`config.mk`:
```
export PLATFORM = sky130hd
export DESIGN_NAME = pulse_sequencer_flat
export DESIGN_NICKNAME = d
export VERILOG_FILES = /design/src/rtl/pulse_sequencer_if.sv /design/src/rtl/pulse_sequencer.sv /design/src/flat_wrapper.sv
export SDC_FILE = /design/constraint.sdc
export NUM_CORES = 1
export LEC_CHECK = 0
export BUFFER_PORTS_ARGS = -buffer_cell sky130_fd_sc_hd__buf_2
export CORE_MARGIN = 3
export CORE_UTILIZATION = 59
export CTS_BUF_LIST = sky130_fd_sc_hd__clkbuf_8 sky130_fd_sc_hd__clkbuf_16
export CTS_CLUSTER_SIZE = 14
export DETAILED_ROUTE_END_ITERATION = 8
export GPL_ROUTABILITY_DRIVEN = 0
export GPL_TIMING_DRIVEN = 0
export PLACE_DENSITY = 0.79
export REMOVE_ABC_BUFFERS = 1
export SLEW_MARGIN = 10
export SYNTH_ARGS = -nofsm -noshare
export SYNTH_HDL_FRONTEND = slang
export SYNTH_SLANG_ARGS = --single-unit
```
`constraint.sdc`:
```
create_clock -name clk -period 3.7 [get_ports clk]
set_input_delay 1.11 -clock clk [delete_from_list [all_inputs] [get_ports clk]]
set_output_delay 1.11 -clock clk [all_outputs]
set_load 0.02 [all_outputs]
```
`src/rtl/pulse_sequencer_if.sv`:
```
// Command/status bundle between a pulse-command source and pulse_sequencer.
// The master side offers commands and flush; the slave side is the sequencer.
interface pulse_sequencer_if #(
  parameter int LENGTH_WIDTH = 7,
  parameter int GAP_WIDTH    = 7,
  parameter int FIFO_DEPTH   = 4
);
  localparam int CNT_W = $clog2(FIFO_DEPTH) + 1;

  logic                    cmd_valid;
  logic [LENGTH_WIDTH-1:0] cmd_length;
  logic [GAP_WIDTH-1:0]    cmd_gap;
  logic                    cmd_ready;
  logic                    flush;
  logic                    set_counter;
  logic [LENGTH_WIDTH-1:0] length_out;
  logic                    pulse_active;
  logic                    cmd_done;
  logic                    seq_busy;
  logic [CNT_W-1:0]        fifo_count;

  modport master (
    output cmd_valid, cmd_length, cmd_gap, flush,
    input  cmd_ready, set_counter, length_out, pulse_active, cmd_done,
           seq_busy, fifo_count
  );

  modport slave (
    input  cmd_valid, cmd_length, cmd_gap, flush,
    output cmd_ready, set_counter, length_out, pulse_active, cmd_done,
           seq_busy, fifo_count
  );
endinterface

```
`src/rtl/pulse_sequencer.sv`:
```
// Pulse sequencer: queues {length, gap} commands and plays each one as a
// LOAD cycle, a pulse window of `length` cycles and an idle gap of `gap`
// cycles. Back-to-back commands run without an idle bubble; flush aborts the
// active command and empties the queue.
module pulse_sequencer #(
  parameter int LENGTH_WIDTH = 7,
  parameter int GAP_WIDTH    = 7,
  parameter int FIFO_DEPTH   = 4
) (
  input logic             clk,
  input logic             rst,
  pulse_sequencer_if.slave bus
);
  localparam int PTR_W   = $clog2(FIFO_DEPTH);
  localparam int CNT_W   = PTR_W + 1;
  localparam int ENTRY_W = LENGTH_WIDTH + GAP_WIDTH;
  localparam logic [CNT_W-1:0]        DEPTH_C = CNT_W'(FIFO_DEPTH);
  localparam logic [CNT_W-1:0]        CNT_ONE = CNT_W'(1);
  localparam logic [LENGTH_WIDTH-1:0] LEN_ONE = LENGTH_WIDTH'(1);
  localparam logic [GAP_WIDTH-1:0]    GAP_ONE = GAP_WIDTH'(1);
  localparam logic [PTR_W-1:0]        PTR_ONE = PTR_W'(1);

  typedef enum logic [1:0] {
    S_IDLE  = 2'd0,
    S_LOAD  = 2'd1,
    S_PULSE = 2'd2,
    S_GAP   = 2'd3
  } state_t;

  state_t                  r_state;
  state_t                  w_fsm_next;
  state_t                  w_next_state;
  logic [ENTRY_W-1:0]      r_mem [FIFO_DEPTH];
  logic [PTR_W-1:0]        r_wr_ptr;
  logic [PTR_W-1:0]        r_rd_ptr;
  logic [CNT_W-1:0]        r_count;
  logic [LENGTH_WIDTH-1:0] r_pulse_cnt;
  logic [GAP_WIDTH-1:0]    r_gap_cnt;
  logic [LENGTH_WIDTH-1:0] r_length_out;
  logic [LENGTH_WIDTH-1:0] w_head_len;
  logic [GAP_WIDTH-1:0]    w_head_gap;
  logic                    w_cmd_ready;
  logic                    w_push;
  logic                    w_pop;
  logic                    w_set_counter;
  logic                    w_pulse_active;
  logic                    w_cmd_done;

  assign {w_head_len, w_head_gap} = r_mem[r_rd_ptr];

  // No bypass: a full queue refuses even when the head is popped this cycle.
  assign w_cmd_ready = (r_count < DEPTH_C) & ~bus.flush;
  assign w_push      = bus.cmd_valid & w_cmd_ready;
  assign w_pop       = (r_state == S_LOAD) & ~bus.flush;

  // Command storage: write the accepted command at the write pointer.
  always_ff @(posedge clk) begin
    if (w_push) begin
      r_mem[r_wr_ptr] <= {bus.cmd_length, bus.cmd_gap};
    end
  end

  // Queue pointers and occupancy; pointers wrap naturally (power-of-two depth).
  always_ff @(posedge clk) begin
    if (rst) begin
      r_wr_ptr <= '0;
      r_rd_ptr <= '0;
      r_count  <= '0;
    end else if (bus.flush) begin
      r_wr_ptr <= '0;
      r_rd_ptr <= '0;
      r_count  <= '0;
    end else begin
      if (w_push) begin
        r_wr_ptr <= r_wr_ptr + PTR_ONE;
      end
      if (w_pop) begin
        r_rd_ptr <= r_rd_ptr + PTR_ONE;
      end
      r_count <= r_count + CNT_W'(w_push) - CNT_W'(w_pop);
    end
  end

  // Pulse and gap down-counters: loaded in LOAD, decremented in their phase.
  always_ff @(posedge clk) begin
    if (rst) begin
      r_pulse_cnt <= '0;
      r_gap_cnt   <= '0;
    end else if (bus.flush) begin
      r_pulse_cnt <= '0;
      r_gap_cnt   <= '0;
    end else begin
      case (r_state)
        S_LOAD: begin
          r_pulse_cnt <= w_head_len;
          r_gap_cnt   <= w_head_gap;
        end
        S_PULSE: begin
          if (r_pulse_cnt != '0) begin
            r_pulse_cnt <= r_pulse_cnt - LEN_ONE;
          end
        end
        S_GAP: begin
          if (r_gap_cnt != '0) begin
            r_gap_cnt <= r_gap_cnt - GAP_ONE;
          end
        end
        default: begin
          r_pulse_cnt <= r_pulse_cnt;
          r_gap_cnt   <= r_gap_cnt;
        end
      endcase
    end
  end

  // Remember the last loaded length so length_out holds between loads.
  always_ff @(posedge clk) begin
    if (rst) begin
      r_length_out <= '0;
    end else if (r_state == S_LOAD) begin
      r_length_out <= w_head_len;
    end else begin
      r_length_out <= r_length_out;
    end
  end

  // State register.
  always_ff @(posedge clk) begin
    if (rst) begin
      r_state <= S_IDLE;
    end else begin
      r_state <= w_next_state;
    end
  end

  // Next-state and per-state strobes. A command completing in its own LOAD
  // cycle compares against the occupancy minus the entry being popped.
  always_comb begin
    w_fsm_next     = r_state;
    w_set_counter  = 1'b0;
    w_pulse_active = 1'b0;
    w_cmd_done     = 1'b0;
    case (r_state)
      S_IDLE: begin
        if (r_count != '0) begin
          w_fsm_next = S_LOAD;
        end else begin
          w_fsm_next = S_IDLE;
        end
      end
      S_LOAD: begin
        w_set_counter = 1'b1;
        if (w_head_len != '0) begin
          w_fsm_next = S_PULSE;
        end else if (w_head_gap != '0) begin
          w_fsm_next = S_GAP;
        end else begin
          w_cmd_done = 1'b1;
          w_fsm_next = (r_count > CNT_ONE) ? S_LOAD : S_IDLE;
        end
      end
      S_PULSE: begin
        w_pulse_active = 1'b1;
        if (r_pulse_cnt > LEN_ONE) begin
          w_fsm_next = S_PULSE;
        end else if (r_gap_cnt != '0) begin
          w_fsm_next = S_GAP;
        end else begin
          w_cmd_done = 1'b1;
          w_fsm_next = (r_count != '0) ? S_LOAD : S_IDLE;
        end
      end
      S_GAP: begin
        if (r_gap_cnt > GAP_ONE) begin
          w_fsm_next = S_GAP;
        end else begin
          w_cmd_done = 1'b1;
          w_fsm_next = (r_count != '0) ? S_LOAD : S_IDLE;
        end
      end
      default: begin
        w_fsm_next = S_IDLE;
      end
    endcase
    if (bus.flush) begin
      w_next_state = S_IDLE;
    end else begin
      w_next_state = w_fsm_next;
    end
  end

  assign bus.cmd_ready    = w_cmd_ready;
  assign bus.set_counter  = w_set_counter;
  assign bus.length_out   = (r_state == S_LOAD) ? w_head_len : r_length_out;
  assign bus.pulse_active = w_pulse_active;
  assign bus.cmd_done     = w_cmd_done;
  assign bus.seq_busy     = (r_state != S_IDLE);
  assign bus.fifo_count   = r_count;
endmodule

```
`src/flat_wrapper.sv`:
```
// flat-port wrapper written by rule: the top's interface ports become plain ports
module pulse_sequencer_flat 
#(
  parameter int LENGTH_WIDTH = 7,
  parameter int GAP_WIDTH    = 7,
  parameter int FIFO_DEPTH   = 4
)
  (clk, rst, bus_cmd_valid, bus_cmd_length, bus_cmd_gap, bus_flush, bus_cmd_ready, bus_set_counter, bus_length_out, bus_pulse_active, bus_cmd_done, bus_seq_busy, bus_fifo_count);
  pulse_sequencer_if #(.LENGTH_WIDTH(LENGTH_WIDTH), .GAP_WIDTH(GAP_WIDTH), .FIFO_DEPTH(FIFO_DEPTH)) bus_i ();
  input logic clk;
  input logic rst;
  input wire logic [$bits(bus_i.cmd_valid)-1:0] bus_cmd_valid;
  input wire logic [$bits(bus_i.cmd_length)-1:0] bus_cmd_length;
  input wire logic [$bits(bus_i.cmd_gap)-1:0] bus_cmd_gap;
  input wire logic [$bits(bus_i.flush)-1:0] bus_flush;
  output wire logic [$bits(bus_i.cmd_ready)-1:0] bus_cmd_ready;
  output wire logic [$bits(bus_i.set_counter)-1:0] bus_set_counter;
  output wire logic [$bits(bus_i.length_out)-1:0] bus_length_out;
  output wire logic [$bits(bus_i.pulse_active)-1:0] bus_pulse_active;
  output wire logic [$bits(bus_i.cmd_done)-1:0] bus_cmd_done;
  output wire logic [$bits(bus_i.seq_busy)-1:0] bus_seq_busy;
  output wire logic [$bits(bus_i.fifo_count)-1:0] bus_fifo_count;
  assign bus_i.cmd_valid = bus_cmd_valid;
  assign bus_i.cmd_length = bus_cmd_length;
  assign bus_i.cmd_gap = bus_cmd_gap;
  assign bus_i.flush = bus_flush;
  assign bus_cmd_ready = bus_i.cmd_ready;
  assign bus_set_counter = bus_i.set_counter;
  assign bus_length_out = bus_i.length_out;
  assign bus_pulse_active = bus_i.pulse_active;
  assign bus_cmd_done = bus_i.cmd_done;
  assign bus_seq_busy = bus_i.seq_busy;
  assign bus_fifo_count = bus_i.fifo_count;
  pulse_sequencer #(.LENGTH_WIDTH(LENGTH_WIDTH), .GAP_WIDTH(GAP_WIDTH), .FIFO_DEPTH(FIFO_DEPTH)) u_core (.clk(clk), .rst(rst), .bus(bus_i));
endmodule
```
==> results of run 1 <==
worst max-delay path: stages, from the launching register on:
cell	delay [ns]
dfxtp_4	0.43
mux4_2	0.55
or4_4	0.56
nor4_4	0.23
a21bo_2	0.19
buf_2	0.15
cell families after synthesis:
logic type / synth area share, %
and+or+nand+nor: 13.0
DFF: 60.3
AOI/OAI and AO/OA: 9.06
buffers and inverters: 2.89
muxes: 8.93
adders and majority gates: 4.74
xor gates and xnor gates: 1.14
cells in the mapped netlist (2+ instances only):
cell / n
a211oi_1: 4
a21o_1: 2
a21oi_1: 18
a31oi_1: 6
and2_1: 5
and3_1: 6
buf_2: 2
clkbuf_1: 9
dfxtp_1: 32
edfxtp_1: 56
ha_1: 13
inv_1: 13
mux2i_1: 4
mux4_2: 13
nand2_1: 33
nand2b_1: 2
nand3_1: 4
nand4b_1: 2
nor2_1: 22
nor2b_1: 2
nor3_1: 5
nor3b_1: 2
nor4_1: 4
o211ai_1: 2
o21ai_0: 17
o31ai_1: 2
xnor2_1: 3
xor2_1: 2
layout make-up:
class / count / area [sq um] / area share (%)
inverter: 14 / 52.6 / 1.22
timing repair buffer: 35 / 183 / 4.24
clock buffer: 9 / 124 / 2.88
multi-input combinational: 192 / 1430 / 33.1
clock inverter: 7 / 96.3 / 2.24
sequential: 88 / 2330 / 54.1
tap: 75 / 93.8 / 2.18
registers in the layout, summed over array words and instances (netlist names), named ones only:
register               flops
u_core.bus.fifo_count      3
u_core.r_gap_cnt           7
u_core.r_length_out        7
u_core.r_mem              56
u_core.r_pulse_cnt         7
u_core.r_rd_ptr            2
u_core.r_state             2
u_core.r_wr_ptr            2
metal layers:
layer	wire length (um)	track usage, %
met2	3640	34.2
met4	126	7.51
met1	3330	30.7
met3	354	4.94
met5	0	0
where the power goes:
part | total, uW | internal (uW) | switching (uW)
combinational | 115 | 42.6 | 72.8
sequential | 1070 | 1060 | 9.80
clock | 728 | 383 | 346
total | 1910 | 1480 | 428
worst paths after layout:
check	slack, ns	startpoint	cells after the start	to
max	0.11	flop	5	bus_cmd_done
min	0.47	u_core.r_length_out[3]$_SDFF_PP0_	2	u_core.r_length_out[3]$_SDFF_PP0_
max reg2reg	1.17	u_core.r_state[0]$_SDFF_PP0_	7	u_core.bus.fifo_count[1]$_SDFF_PP0_
min reg2reg	0.47	u_core.r_length_out[3]$_SDFF_PP0_	2	u_core.r_length_out[3]$_SDFF_PP0_
placed cells by master, fill, tap and decap left out, types with 4 or more instances in the layout:
| master | count |
|---|---|
| clkbuf_8 | 9 |
| and2_1 | 5 |
| edfxtp_1 | 56 |
| and3_1 | 6 |
| o21ai_0 | 17 |
| ha_1 | 13 |
| inv_1 | 14 |
| nor2_1 | 22 |
| mux4_2 | 13 |
| buf_2 | 32 |
| mux2i_1 | 4 |
| nand3_1 | 4 |
| dfxtp_1 | 29 |
| a211oi_1 | 4 |
| a21oi_1 | 18 |
| a31oi_1 | 6 |
| nor3_1 | 5 |
| nand2_1 | 33 |
what timing repair did:
action                                  CTS  global route
gates resized for setup                   5             2
pin swaps                                 1             0
endpoints found under the hold margin     0             0
endpoints found under the setup margin    1             1
setup buffers                             3             0
stage by stage:
step / hold WS, ns / area, sq um / cells / setup TNS [ns] / utilization, %
detailed placement: 0.456 / 4050 / 401 / -0.268 / 66.0
finish: 0.468 / 4310 / 420 / 0 / 70.3
global route: 0.502 / 4310 / 420 / 0 / 70.3
global placement: 0.451 / 4050 / 401 / -0.253 / 66.0
CTS: 0.472 / 4300 / 420 / 0 / 70.1
floorplan: 0.438 / 3790 / 294 / 0 / -
==> results.sh, run 1 <==
export IMPL_status="finished clean"
export IMPL_cts_hold_buf=0
export IMPL_p_total_uw=1910
export IMPL_max_cap_viol_count=0
export IMPL_synth_area_sq_um=3850
export IMPL_synth_cells=307
export IMPL_synth_cell_type_count=50
export IMPL_clk_latency_ns=0.35
export IMPL_synth_seq_cells=88
export IMPL_num_vias=2506
export IMPL_grt_pass1_vias=2421
export IMPL_area_delta_synth_final_pct=11.8
export IMPL_slew_headroom_pct=51.7
export IMPL_crit_fanout=7
export IMPL_yosys_most_used_dff="edfxtp_1"
export IMPL_start_kind="flop"
export IMPL_ios=33
export IMPL_yosys_area_top_type="edfxtp_1"
export IMPL_clock_skew_ns=0.00767
export IMPL_finalCritPeriodShare_pct=97.1
export IMPL_htree_num_levels=3
export IMPL_synthTopCellsByArea="edfxtp_1 (44%), dfxtp_1 (17%), mux4_2 (7.6%)"
export IMPL_post_dp_hpwl_mm=4.94
export IMPL_async_reset_ff_share_pct=0
export IMPL_cts_buffers=9
export IMPL_globalRouteTotalUtil_pct=22.0
export IMPL_p_leak_uw=0.00154
export IMPL_yosysWarningCount=0
export IMPL_ys_seq_area_share_pct=60.3
export IMPL_yosysTopAreaCellShare_pct=43.7
export IMPL_crit_type="flop to output pin"
export IMPL_fp_coreArea_sq_um=6130
export IMPL_vias_per_cell=5.97
export IMPL_crit_required_ns=2.59
export IMPL_grt_overflow_total=0
export IMPL_route_detailed_drc=0
export IMPL_io_buffers=32
export IMPL_synth_edf_count=56
export IMPL_grt_pass1_wl_mm=12.4
export IMPL_hold_violations=0
export IMPL_powerDensity_nw_per_um2=443
export IMPL_die_y_um=86.8
export IMPL_setup_violations=0
export IMPL_drive_gt1_share_pct=21.7
export IMPL_endpoint_kind="output pin"
export IMPL_clock_tree_buffer_depth=2
export IMPL_worst_pin_slew_ns=0.725
export IMPL_rsz0062_at_grt="no"
export IMPL_cts_root_buf="clkbuf_8"
export IMPL_cts_sinks=88
export IMPL_hp_class="flop to flop"
export IMPL_grt_antenna_before_repair=0
export IMPL_crit_arrival_ns=2.48
export IMPL_drtIter0Drc=124
export IMPL_irDropWorstVdd_mv=0.365
export IMPL_path_clk_slew_ns=0.09
export IMPL_grt_max_degree=22
export IMPL_die_w_um=86.8
export IMPL_cts_tree="built"
export IMPL_wl_per_cell_um=17.7
export IMPL_synth_avg_cell_area_sq_um=12.5
export IMPL_fmaxAchievable_mhz=278
export IMPL_insertedDiodeCount=0
export IMPL_ant_nets=0
export IMPL_fillers=410
export IMPL_fin_ws_ns=0.109
export IMPL_period_needed_ns=3.59
export IMPL_slew_violations=0
export IMPL_place_ws_ns=-0.268
export IMPL_die_area_sq_um=7540
export IMPL_initial_core_util_pct=62.8
export IMPL_wl_mm=7.45
export IMPL_finalNetCount=372
export IMPL_rows=28
export IMPL_first_pass_iters=4
Note: power is estimated with default switching activity, not from simulation.
==> run 2: changes to the inputs <==
--- a/config.mk
+++ b/config.mk
@@ -5,6 +5,7 @@
 export SDC_FILE = /design/constraint.sdc
 export NUM_CORES = 1
 export LEC_CHECK = 0
+export ABC_AREA = 1
 export BUFFER_PORTS_ARGS = -buffer_cell sky130_fd_sc_hd__buf_2
 export CORE_MARGIN = 3
 export CORE_UTILIZATION = 59
@@ -15,6 +16,7 @@
 export GPL_TIMING_DRIVEN = 0
 export PLACE_DENSITY = 0.79
 export REMOVE_ABC_BUFFERS = 1
+export SETUP_SLACK_MARGIN = 0.15
 export SLEW_MARGIN = 10
 export SYNTH_ARGS = -nofsm -noshare
 export SYNTH_HDL_FRONTEND = slang
==> run 2 against run 1 <==
Highest routed layer unchanged. Non-clock buffer count decreased by 2. Sequential power hardly changed. Combinational power rose by 8%. Clock skew down 0.0022 ns.
==> results.sh, run 2 <==
export IMPL_irDropWorstVdd_mv=0.393
export IMPL_synth_avg_cell_area_sq_um=9.44
export IMPL_drtIter0Drc=175
export IMPL_die_w_um=89.6
export IMPL_yosys_most_used_dff="edfxtp_1"
export IMPL_cts_tree="built"
export IMPL_synth_edf_count=56
export IMPL_r2r_cells=9
export IMPL_max_stage_delay_ns=0.58
export IMPL_fmaxAchievable_mhz=306
export IMPL_synth_cells=437
export IMPL_holdPathStages=2
export IMPL_synthTopCellsByArea="edfxtp_1 (41%), dfxtp_1 (16%), nand2_1 (11%)"
export IMPL_p_leak_uw=0.00188
export IMPL_crit_fanout=29
export IMPL_initial_core_util_pct=62.8
export IMPL_setup_violations=0
export IMPL_slew_headroom_pct=40.6
export IMPL_first_pass_iters=5
export IMPL_globalRouteTotalUtil_pct=21.4
export IMPL_hold_violations=0
export IMPL_crit_slowest_cell="dfxtp_4"
export IMPL_grt_pass1_vias=2758
export IMPL_wl_per_cell_um=14.2
export IMPL_ant_nets=0
export IMPL_path_clk_slew_ns=0.09
export IMPL_layout_commonest_cell="nand2_1"
export IMPL_start_kind="flop"
export IMPL_finalCritPeriodShare_pct=88.2
export IMPL_path_common_cell="nand2_1"
export IMPL_num_vias=3004
export IMPL_max_cap_viol_count=0
export IMPL_cts_root_buf="clkbuf_8"
export IMPL_rsz0062_at_grt="no"
export IMPL_yosysTopAreaCellShare_pct=40.8
export IMPL_grt_max_degree=30
export IMPL_status="finished clean"
export IMPL_final_instance_count_excl_fill=565
export IMPL_clock_skew_ns=0.00543
export IMPL_final_cell_mix="nand2_1 (118), edfxtp_1 (56), nand3_1 (47)"
export IMPL_ys_top_cells_by_count="nand2_1 (118), edfxtp_1 (56), nand3_1 (47)"
export IMPL_crit_type="flop to output pin"
export IMPL_grt_overflow_total=0
export IMPL_p_total_uw=1860
export IMPL_cts_hold_buf=0
export IMPL_clk_latency_ns=0.35
export IMPL_die_y_um=89.6
export IMPL_die_area_sq_um=8030
export IMPL_synth_cell_type_count=37
export IMPL_yosys_area_top_type="edfxtp_1"
export IMPL_period_needed_ns=3.27
export IMPL_route_detailed_drc=0
export IMPL_cts_sinks=88
export IMPL_vias_per_cell=5.32
export IMPL_worst_pin_slew_ns=0.887
export IMPL_post_cts_setup_buffers=0
export IMPL_endpoint_kind="output pin"
export IMPL_post_dp_hpwl_mm=5.53
export IMPL_yosysMostFrequentCell="nand2_1"
export IMPL_area_delta_synth_final_pct=9.28
export IMPL_design_area_sq_um=4510
export IMPL_grt_antenna_before_repair=0
export IMPL_synth_seq_cells=88
export IMPL_post_route_util_pct=68.6
export IMPL_drive_gt1_share_pct=18.2
export IMPL_powerDensity_nw_per_um2=413
export IMPL_grt_pass1_wl_mm=12.9
export IMPL_cts_buffers=9
export IMPL_crit_chain="inv_4 > nand2_1 > nand3_1 > nand2_1 > nand2_2 > inv_1 > nand2_1 > nor2_1 > nand2_2 > o21bai_2 > buf_2"
export IMPL_yosysWarningCount=0
export IMPL_largest_reg_flops=56
export IMPL_post_place_cells=549
export IMPL_slew_violations=0
export IMPL_detailed_place_area_sq_um=4290
export IMPL_hp_class="flop to flop"
export IMPL_largest_register="u_core.r_mem"
export IMPL_crit_arrival_ns=2.16
export IMPL_ys_seq_area_share_pct=56.3
export IMPL_async_reset_ff_share_pct=0
export IMPL_fp_coreArea_sq_um=6570
export IMPL_synth_area_sq_um=4120
export IMPL_io_buffers=32
export IMPL_wl_mm=8.00
export IMPL_insertedDiodeCount=0
export IMPL_htree_num_levels=3
export IMPL_crit_required_ns=2.59
export IMPL_clock_tree_buffer_depth=2
export IMPL_rows=29
export IMPL_ios=33
export IMPL_finalNetCount=499
run 2: changes by cell type after synthesis, moves of 5 or more:
| cell | before | now |
|---|---|---|
| buf_6 | 1 | 6 |
| mux4_2 | 13 | 0 |
| inv_1 | 13 | 37 |
| and3_1 | 6 | 0 |
| and2_1 | 5 | 0 |
| nor2_1 | 22 | 28 |
| nand2_2 | 0 | 10 |
| nand3_1 | 4 | 47 |
| clkbuf_1 | 9 | 3 |
| nand2_1 | 33 | 118 |
| inv_2 | 0 | 6 |
run 2: final timing paths:
check / startpoint / slack, ns / to
worst max-delay path: flop / 0.43 / bus_cmd_done
worst min-delay path: u_core.r_length_out[4]$_SDFF_PP0_ / 0.48 / u_core.r_length_out[4]$_SDFF_PP0_
worst max register to register: u_core.r_state[1]$_SDFF_PP0_ / 1.49 / u_core.bus.fifo_count[2]$_SDFF_PP0_
worst min register to register: u_core.r_length_out[4]$_SDFF_PP0_ / 0.48 / u_core.r_length_out[4]$_SDFF_PP0_
run 2: metal layers:
metal	up-vias	routed length (um)	track usage (%)
met5	-	0	0
met4	0	82	5.82
li1	1514	-	-
met2	65	3960	34.5
met3	7	393	5.75
met1	1418	3560	28.8
run 2: timing repair:
item                                    CTS  global route
gates resized for setup                   2             3
endpoints found under the setup margin    8             1
pin swaps                                 0             0
run 2: critical path: cells and delay by family (launching register included):
family / cells / cell delay [ns]
buffers and inverters: 3 / 0.44
and+or+nand+nor: 7 / 0.67
DFF: 1 / 0.58
AOI/OAI and AO/OA: 1 / 0.12
run 2: final cells by class:
| class | count | area, sq um |
|---|---|---|
| flip-flops and latches | 88 | 2330 |
| fillers | 500 | 2060 |
| clock buffers | 9 | 124 |
| well taps | 93 | 116 |
| multi-input cells | 292 | 1530 |
| inverters | 43 | 164 |
| clock inverters | 7 | 77.6 |
| repair buffers | 33 | 171 |
run 2: power breakdown:
group / leakage [uW] / internal, uW / switching (uW)
sequential: 0.000768 / 1060 / 8.49
combinational: 0.00101 / 39.7 / 84.1
clock: 0.000102 / 319 / 351
total: 0.00188 / 1420 / 443
run 2: kinds of logic after synthesis:
family,share of synthesized area [%]
AOI/OAI and AO/OA,7.83
and+or+nand+nor,23.7
DFF,56.3
adders and majority gates,4.43
xor gates and xnor gates,0.850
buffers and inverters,6.86
run 2: metrics by stage:
step | worst slack [ns] | hold slack, ns | setup TNS, ns
2_1_floorplan | 0.592 | 0.446 | 0
3_3_place_gp | -0.00385 | 0.460 | -0.00385
3_5_place_dp | -0.0395 | 0.471 | -0.0395
4_1_cts | 0.314 | 0.483 | 0
5_1_grt | 0.207 | 0.504 | 0
6_report | 0.435 | 0.477 | 0
